$ cat src/rtl/mult_pkg.sv
// Shared state encoding and width constants for the sequential multiplier.
package mult_pkg;

    localparam int DATA_WIDTH_DEF = 32;
    localparam int PROD_WIDTH     = 2 * DATA_WIDTH_DEF;

    typedef enum logic [1:0] {
        ST_IDLE = 2'd0,
        ST_CALC = 2'd1,
        ST_FIX  = 2'd2,
        ST_DONE = 2'd3
    } state_t;

endpackage

$ cat src/rtl/mult_seq_adder.sv
// Plain ripple adder shared by the multiplier's shift-and-add iterations.
module mult_seq_adder #(
    parameter int INPUT_DATA  = 33,
    parameter int OUTPUT_DATA = 33
) (
    input  logic [INPUT_DATA-1:0]  a_i,
    input  logic [INPUT_DATA-1:0]  b_i,
    output logic [OUTPUT_DATA-1:0] sum_o
);

    assign sum_o = a_i + b_i;

endmodule

$ cat src/rtl/mult_seq.sv
// Iterative 32x32->64 MULT/MULTU sequencer built around one shared adder.
// Optional MULT_EARLY_TERM_EN collapses the trailing zero-multiplier iterations.
//
//   state   | meaning
//   --------+-------------------------------------------------
//   IDLE    | waiting for START
//   CALC    | one shift-and-add step per cycle
//   FIX     | apply sign, load HI/LO
//   DONE    | result valid for one cycle, START accepted again
module mult_seq
    import mult_pkg::*;
#(
    parameter int DATA_WIDTH = DATA_WIDTH_DEF,
    parameter int CNT_WIDTH  = 6
) (
    input  logic                  CLK,
    input  logic                  RST_N,
    input  logic                  START,
    input  logic                  SIGNED,
    input  logic [DATA_WIDTH-1:0] OP_A,
    input  logic [DATA_WIDTH-1:0] OP_B,
    output logic                  BUSY,
    output logic                  DONE,
    output logic [DATA_WIDTH-1:0] HI,
    output logic [DATA_WIDTH-1:0] LO
);

    localparam int PW = 2 * DATA_WIDTH;
    localparam logic [DATA_WIDTH-1:0] ONE_W    = {{(DATA_WIDTH-1){1'b0}}, 1'b1};
    localparam logic [PW-1:0]         ONE_P    = {{(PW-1){1'b0}}, 1'b1};
    localparam logic [CNT_WIDTH-1:0]  CNT_ONE  = {{(CNT_WIDTH-1){1'b0}}, 1'b1};
    localparam logic [CNT_WIDTH-1:0]  CNT_LAST = CNT_WIDTH'(DATA_WIDTH - 1);

    state_t                state_q, state_d;
    logic [CNT_WIDTH-1:0]  cnt_q, cnt_d;
    logic [DATA_WIDTH-1:0] acc_q, acc_d;
    logic [DATA_WIDTH-1:0] mplier_q, mplier_d;
    logic [DATA_WIDTH-1:0] mcand_q, mcand_d;
    logic [DATA_WIDTH-1:0] hi_q, hi_d;
    logic [DATA_WIDTH-1:0] lo_q, lo_d;
    logic                  neg_q, neg_d;

    logic [DATA_WIDTH-1:0] a_abs, b_abs;
    logic [DATA_WIDTH:0]   add_a, add_b, sum;
    logic [PW-1:0]         prod;

    // Magnitudes: 0x80000000 negates to itself, which is correct read as unsigned.
    assign a_abs = (SIGNED && OP_A[DATA_WIDTH-1]) ? (~OP_A + ONE_W) : OP_A;
    assign b_abs = (SIGNED && OP_B[DATA_WIDTH-1]) ? (~OP_B + ONE_W) : OP_B;

    assign add_a = {1'b0, acc_q};
    assign add_b = mplier_q[0] ? {1'b0, mcand_q} : '0;

    mult_seq_adder #(
        .INPUT_DATA  (DATA_WIDTH + 1),
        .OUTPUT_DATA (DATA_WIDTH + 1)
    ) u_adder (
        .a_i   (add_a),
        .b_i   (add_b),
        .sum_o (sum)
    );

    assign prod = neg_q ? (~{acc_q, mplier_q} + ONE_P) : {acc_q, mplier_q};

`ifdef MULT_EARLY_TERM_EN
    localparam logic [CNT_WIDTH:0] W_EXT = (CNT_WIDTH + 1)'(DATA_WIDTH);

    logic [CNT_WIDTH:0] shamt;
    logic               rest_zero;

    // Only the low DATA_WIDTH-cnt bits of mplier are still unconsumed multiplier bits.
    assign shamt     = W_EXT - {1'b0, cnt_q};
    assign rest_zero = ((mplier_q & ({DATA_WIDTH{1'b1}} >> cnt_q)) == '0);
`endif

    always_comb begin
        state_d  = state_q;
        cnt_d    = cnt_q;
        acc_d    = acc_q;
        mplier_d = mplier_q;
        mcand_d  = mcand_q;
        neg_d    = neg_q;
        hi_d     = hi_q;
        lo_d     = lo_q;

        case (state_q)
            ST_IDLE, ST_DONE: begin
                if (START) begin
                    mcand_d  = a_abs;
                    mplier_d = b_abs;
                    neg_d    = SIGNED & (OP_A[DATA_WIDTH-1] ^ OP_B[DATA_WIDTH-1]);
                    acc_d    = '0;
                    cnt_d    = '0;
                    state_d  = ST_CALC;
                end else begin
                    state_d  = ST_IDLE;
                end
            end
            ST_CALC: begin
                {acc_d, mplier_d} = {sum, mplier_q[DATA_WIDTH-1:1]};
                cnt_d = cnt_q + CNT_ONE;
                if (cnt_q == CNT_LAST) begin
                    state_d = ST_FIX;
                end
`ifdef MULT_EARLY_TERM_EN
                if (rest_zero) begin
                    {acc_d, mplier_d} = {acc_q, mplier_q} >> shamt;
                    state_d = ST_FIX;
                end
`endif
            end
            ST_FIX: begin
                hi_d    = prod[PW-1:DATA_WIDTH];
                lo_d    = prod[DATA_WIDTH-1:0];
                state_d = ST_DONE;
            end
            default: state_d = ST_IDLE;
        endcase
    end

    always_ff @(posedge CLK or negedge RST_N) begin
        if (!RST_N) begin
            state_q  <= ST_IDLE;
            cnt_q    <= '0;
            acc_q    <= '0;
            mplier_q <= '0;
            mcand_q  <= '0;
            neg_q    <= 1'b0;
            hi_q     <= '0;
            lo_q     <= '0;
        end else begin
            state_q  <= state_d;
            cnt_q    <= cnt_d;
            acc_q    <= acc_d;
            mplier_q <= mplier_d;
            mcand_q  <= mcand_d;
            neg_q    <= neg_d;
            hi_q     <= hi_d;
            lo_q     <= lo_d;
        end
    end

    assign BUSY = (state_q == ST_CALC) || (state_q == ST_FIX);
    assign DONE = (state_q == ST_DONE);
    assign HI   = hi_q;
    assign LO   = lo_q;

endmodule

$ cat config.mk
export PLATFORM = sky130hd
export DESIGN_NAME = mult_seq
export DESIGN_NICKNAME = d
export VERILOG_FILES = /design/src/rtl/mult_pkg.sv /design/src/rtl/mult_seq_adder.sv /design/src/rtl/mult_seq.sv
export SDC_FILE = /design/constraint.sdc
export NUM_CORES = 1
export LEC_CHECK = 0
export CAP_MARGIN = 15
export CORE_ASPECT_RATIO = 1.25
export CORE_MARGIN = 4
export CORE_UTILIZATION = 45
export DETAILED_ROUTE_END_ITERATION = 16
export PLACE_DENSITY_LB_ADDON = 0.2
export SLEW_MARGIN = 20
export SYNTH_ARGS = -nofsm -noshare
export SYNTH_HDL_FRONTEND = slang
export SYNTH_SLANG_ARGS = --single-unit
$ cat constraint.sdc
create_clock -name CLK -period 6.8 [get_ports CLK]
set_clock_uncertainty 0.2 [all_clocks]
set_input_delay 1.36 -clock CLK [delete_from_list [all_inputs] [get_ports CLK]]
set_output_delay 1.36 -clock CLK [all_outputs]
set_load 0.02 [all_outputs]
==> results.toml, run 1 <==
[setup_path]
crit_path_end_kind = "flip-flop"
worstSetupStartpointType = "primary input"
rr_startpoint = "mplier_q[0]"
arrival_ps = 4050
startpoint = "OP_B[12]"
worstSetupPathType = "primary input to flip-flop"
reg2reg_slack_ps = 3030
worstPathRequired_ps = 6870
critPathMaxFanout = 5

[synth]
synthesis.nets = 1443
synth_edf_count = 0
yosysSeqAreaShare_pct = 38.00
yosys-top-cells-area = "dfrtp_1, xor2_1, a21oi_1"
syn_area_um2 = 11130
postSynth.asyncResetShare_pct = 100.0
ys.flop_type = "dfrtp_1"
synth_warnings = 0
syn_area_per_cell_um2 = 8.336
synth_cells = 1335
yosysTopAreaCellShare_pct = 38.00
yosysTopAreaCell = "dfrtp_1"
ys_ff_latch = 169
synth_cell_type_count = 60

[grt]
grt_overflow_total = 0
grt_pass1_vias = 9566
antenna_found_initial = 0
grt_max_degree = 103
grt_pass1_wl_um = 48650
track_usage_pct = 22.16

[detailed_routing]
vias = 9939
drt_iter0_drc = 744
drc = 0
viasPerCell = 5.641
drt-total-wl_um = 30620
wl_per_cell_um = 17.38
postRouteAntennaNets = 0
dr.pass1.iters = 5

[sta]
setup_violations = 0
tightest_slew_ps = 1124
fin_ws_ps = 2818
slew_headroom_pct = 24.77
rsz0062_at_grt = "no"
post-route-period-util_pct = 58.56
fmax_ghz = 0.2511
tns_ps = 0
fin_hold_ws_ps = 272.7
min_period_ps = 3982
drv_slew = 0
hold_violations = 0

[clocking]
root_buffer = "clkbuf_16"
cts_tree = "done"
clock_path_buffers = 2
cts_resized = 0
post_cts_buffers = 0
cts_buffers = 17
clock-sinks = 169
hold_buffers = 0
clk_pin_slew_worst_paths_ps = 70
clk_latency_ps = 440
htreeDepth = 4

[layout]
final_layout_size_suffix_gt1_share_pct = 4.749
area_growth_syn_to_layout_pct = 19.41
final_util_pct = 54.41
final_nets = 1527
diodes = 0
layout.cells.non_filler = 1762

[worst_hold_path]
min-delay-path-class = "flip-flop to flip-flop"
hp-start = "mcand_q[26]"

[placement]
place.gp.congestion = 0.8966
pre_cts_slack_ps = 2360
hpwl_um = 23130
io_buffers = 133
dp.cells = 1730

[die]
die_h_um = 183.8
dieArea_um2 = 27330
io_pins = 134
rows = 64
initial_core_util_pct = 45.56
design.core.area_um2 = 24420
die_width_um = 148.7

[status]
status = "finished, final reports clean"

[run]
timing.max_cap.violations = 0

[pwr]
cellLeakagePower_nw = 5.415
p_per_area_nw_per_um2 = 485.6
irDropWorstVdd_v = 0.0002643
==> worst paths after layout <==
path	endpoint	cells past startpoint
worst max-delay path	mplier_q[29]	8
worst min-delay path	mcand_q[26]	2
worst max register to register	acc_q[20]	10
worst min register to register	mcand_q[26]	2
max in group asynchronous	mcand_q[29]	2
min in group asynchronous	LO[26]	1
==> layout by cell type, fill, tap and decap left out, types with 33 or more instances in the layout <==
cell	n
o31ai_1	33
o21ai_0	134
xnor2_1	46
nand2_1	138
a21oi_1	140
nor2_1	141
and2_1	37
dfrtp_1	168
ha_1	38
clkdlybuf4s50_1	132
xor2_1	99
==> critical path: stages <==
cell	delay (ps)
clkdlybuf4s50_1	480
or4_1	560
nor3_1	310
nor3b_1	590
nand2_1	210
o31ai_1	270
xor2_1	180
a21oi_1	80
==> final cells by class <==
type / count / area, um^2
fillers: 2294 / 11140
multi-input cells: 1069 / 6560
flip-flops and latches: 169 / 4233
repair buffers: 144 / 1415
clock buffers: 18 / 439.2
well taps: 330 / 412.9
clock inverters: 14 / 160.2
inverters: 18 / 67.56
==> power breakdown <==
group          internal, mW  switching [mW]
clock                 0.559           0.435
sequential             1.49           0.562
combinational          1.39            2.01
==> flip-flops by register name, indices dropped and copies added, names as in the netlist <==
signal	cells
acc_q	32
state_q	2
cnt_q	6
LO	32
HI	32
mcand_q	32
neg_q	1
mplier_q	32
==> synth_stat cells (all sizes together) (16+ instances only) <==
| cell | n |
|---|---|
| nand3 | 22 |
| o22ai | 16 |
| nor2 | 141 |
| xnor2 | 46 |
| o21ai | 136 |
| dfrtp | 169 |
| inv | 17 |
| clkbuf | 76 |
| nor3 | 25 |
| or3 | 25 |
| a21oi | 140 |
| o31ai | 34 |
| ha | 39 |
| nand2 | 139 |
| xor2 | 99 |
| and2 | 37 |
==> cells by family (layout without fill, tap and decap cells) <==
family / after synthesis / count (layout) / synth area share [%]
compound gates: 405 / 405 / 21.68
xor+xnor: 145 / 145 / 11.41
fa+ha+maj: 40 / 40 / 4.565
buf+inv: 97 / 194 / 3.283
flops: 169 / 169 / 38.00
mux: 6 / 6 / 0.5509
simple gates: 473 / 473 / 20.51
==> through the flow <==
| stage | instance area, um^2 | power, mW |
|---|---|---|
| global route | 13290 | 6.957 |
| global placement | 12690 | 5.403 |
| finish | 13290 | 6.453 |
| detailed placement | 12690 | 5.470 |
| CTS | 13290 | 6.481 |
| floorplan | 11130 | 4.233 |
==> layer usage <==
metal  vias up  wire length (um)  global-route usage [%]
met1      4668             12740                   27.10
li1       4925                 -                       -
met4         0              1333                   10.13
met3        66              1390                   2.762
met5         -                 0                       0
met2       280             15150                   38.95
Note: power is estimated with default switching activity, not from simulation.
==> run 2: changes to the inputs <==
clock period = 4.1 ns   (was 6.8 ns; I/O delays follow)
==> run 2 against run 1 <==
Effect of this change: combinational power increased by 70%; sequential cell count unchanged; first-iteration DRC count is 0.40% higher; global-route usage rose by 0.84 points; highest routed layer unchanged; register-to-register slack worse by 2400 ps; hold slack got worse by 18 ps; routed wire length increased by 2.4%; design area grew 0.76%; sequential share of layout area down 0.24 points; critical path depth is 1 lower; total power up 68%.
==> results.toml, run 2 (same netlist as run 1, synthesis figures left out) <==
[placement]
io_buffers = 133
pre_cts_slack_ps = 512.5
place.gp.congestion = 0.8865
hpwl_um = 23890

[layout]
regArea_um2 = 4233
final_layout_size_suffix_gt1_share_pct = 5.671
area_growth_syn_to_layout_pct = 20.32
diodes = 0
layout_common_cells = "dfrtp_1, nor2_1, a21oi_1"
final_nets = 1541
layout.cells.most_common = "dfrtp_1"
multi_input_area_um2 = 6560
fillCellCount = 2308

[grt]
track_usage_pct = 23.00
grt_util_met1_pct = 28.35
grt_overflow_total = 0
grt-busiest-layer = "met2"
grtUsageMet2_pct = 40.88
antenna_found_initial = 0
grt_pass1_vias = 9774
grt_max_degree = 96
grt_pass1_wl_um = 50450
grtUsageMet3_pct = 2.293

[detailed_routing]
wl_per_cell_um = 17.65
drt_iter0_drc = 747
drt-total-wl_um = 31350
viasPerCell = 5.663
dr.pass1.iters = 5
vias = 10060
drc = 0
postRouteAntennaNets = 0

[die]
die_width_um = 148.7
design.core.area_um2 = 24420
die_h_um = 183.8
io_pins = 134
initial_core_util_pct = 45.56
rows = 64
dieArea_um2 = 27330

[sta]
tightest_slew_ps = 992.7
fmax_ghz = 0.2888
fin_ws_ps = 637.6
slew_headroom_pct = 33.58
tns_ps = 0
min_period_ps = 3462
drv_slew = 0
hold_violations = 0
setup_violations = 0
post-route-period-util_pct = 84.45
rsz0062_at_grt = "no"

[clocking]
cts_buffers = 17
clk_latency_ps = 430
cts_resized = 0
post_cts_buffers = 0
root_buffer = "clkbuf_16"
clk_pin_slew_worst_paths_ps = 70
cts_tree = "done"
hold_buffers = 0
clock-sinks = 169
htreeDepth = 4
clock_path_buffers = 2

[setup_path]
critPathMaxFanout = 8
reg2reg_slack_ps = 640
reg2reg_depth = 7
crit_path_end_kind = "flip-flop"
critical_path_buf_inv_count = 0
critPathMaxStageDelay_ps = 660
path_cells = "or4_1, nand3b_1, nor3_1, nand3_2, o31ai_1, xor2_1, a21oi_1"
worstSetupStartpointType = "flip-flop"
cp_slowest_cell = "or4_1"
arrival_ps = 3530
path_delay_family = "simple AND/OR/NAND/NOR gates"
worstPathRequired_ps = 4170
worst-path-stages = 7
r2r_end = "HI[23]"
worstSetupPathType = "flip-flop to flip-flop"
rr_startpoint = "mplier_q[26]"

[pwr]
cellLeakagePower_nw = 5.494
p_switching_mw = 5.037
pwr-share-seq_pct = 31.5
irDropWorstVdd_v = 0.0003591
fin_total_pwr_mw = 10.81
swShare_pct = 46.59
clkPwrFrac_pct = 14.9
p_per_area_nw_per_um2 = 807.5
combinationalPowerShare_pct = 53.6
p_int_mw = 5.775

[worst_hold_path]
min-delay-path-class = "primary input to asynchronous set/reset pin"

[run]
timing.max_cap.violations = 0

[status]
status = "finished, final reports clean"
-- run 2: cell types whose count changed in the layout (fill, tap and decap cells not counted), sizes merged --
| cell | change |
|---|---|
| buf | +14 |
| clkinv | +4 |
| clkinvlp | -2 |
| inv | -2 |
-- run 2: how the worst max path moves through the flow --
| stage | start | end | slack (ps) |
|---|---|---|---|
| 2_1_floorplan | mplier_q[0] | acc_q[29] | 900 |
| 3_3_place_gp | OP_A[14] | mcand_q[29] | 520 |
| 3_5_place_dp | OP_A[14] | mcand_q[29] | 510 |
| 4_1_cts | mplier_q[0] | acc_q[30] | 610 |
| 5_1_grt | mplier_q[0] | acc_q[30] | 380 |
| 6_report | mplier_q[26] | HI[23] | 640 |
-- run 2: power by group through the flow --
stage	Combinational (mW)	Clock [mW]	Sequential, mW
after CTS	5.82	1.64	3.39
after global placement	5.72	0	3.40
after floorplan	3.60	0	3.42
final	5.79	1.62	3.40
after global routing	6.43	1.71	3.51
after detailed placement	5.79	0	3.42
-- run 2: through the flow --
| stage | std cells | hold WS (ps) | utilization [%] | cell area (um^2) |
|---|---|---|---|---|
| 6_report | 1776 | 254.2 | 54.82 | 13390 |
| 5_1_grt | 1776 | 297.9 | 54.82 | 13390 |
| 4_1_cts | 1776 | 278.0 | 54.81 | 13390 |
| 3_5_place_dp | 1744 | 262.6 | 52.42 | 12800 |
| 3_3_place_gp | 1744 | 253.0 | 52.42 | 12800 |
| 2_1_floorplan | 1335 | 241.8 | - | 11130 |
-- run 2: per-layer routing --
metal  vias to the layer above  share of wire (%)
met5                         -                  0
met4                         0                3.7
met3                        67                3.5
met2                       273                 51
met1                      4763                 42
li1                       4954                  -
-- run 2: area by class of cell --
cell class | instances | area share, %
Clock buffer | 18 | 3.280
Clock inverter | 14 | 1.075
Timing Repair Buffer | 158 | 11.45
Inverter | 18 | 0.5046
Tap cell | 330 | 3.084
Sequential cell | 169 | 31.61
Multi-Input combinational cell | 1069 | 49.00
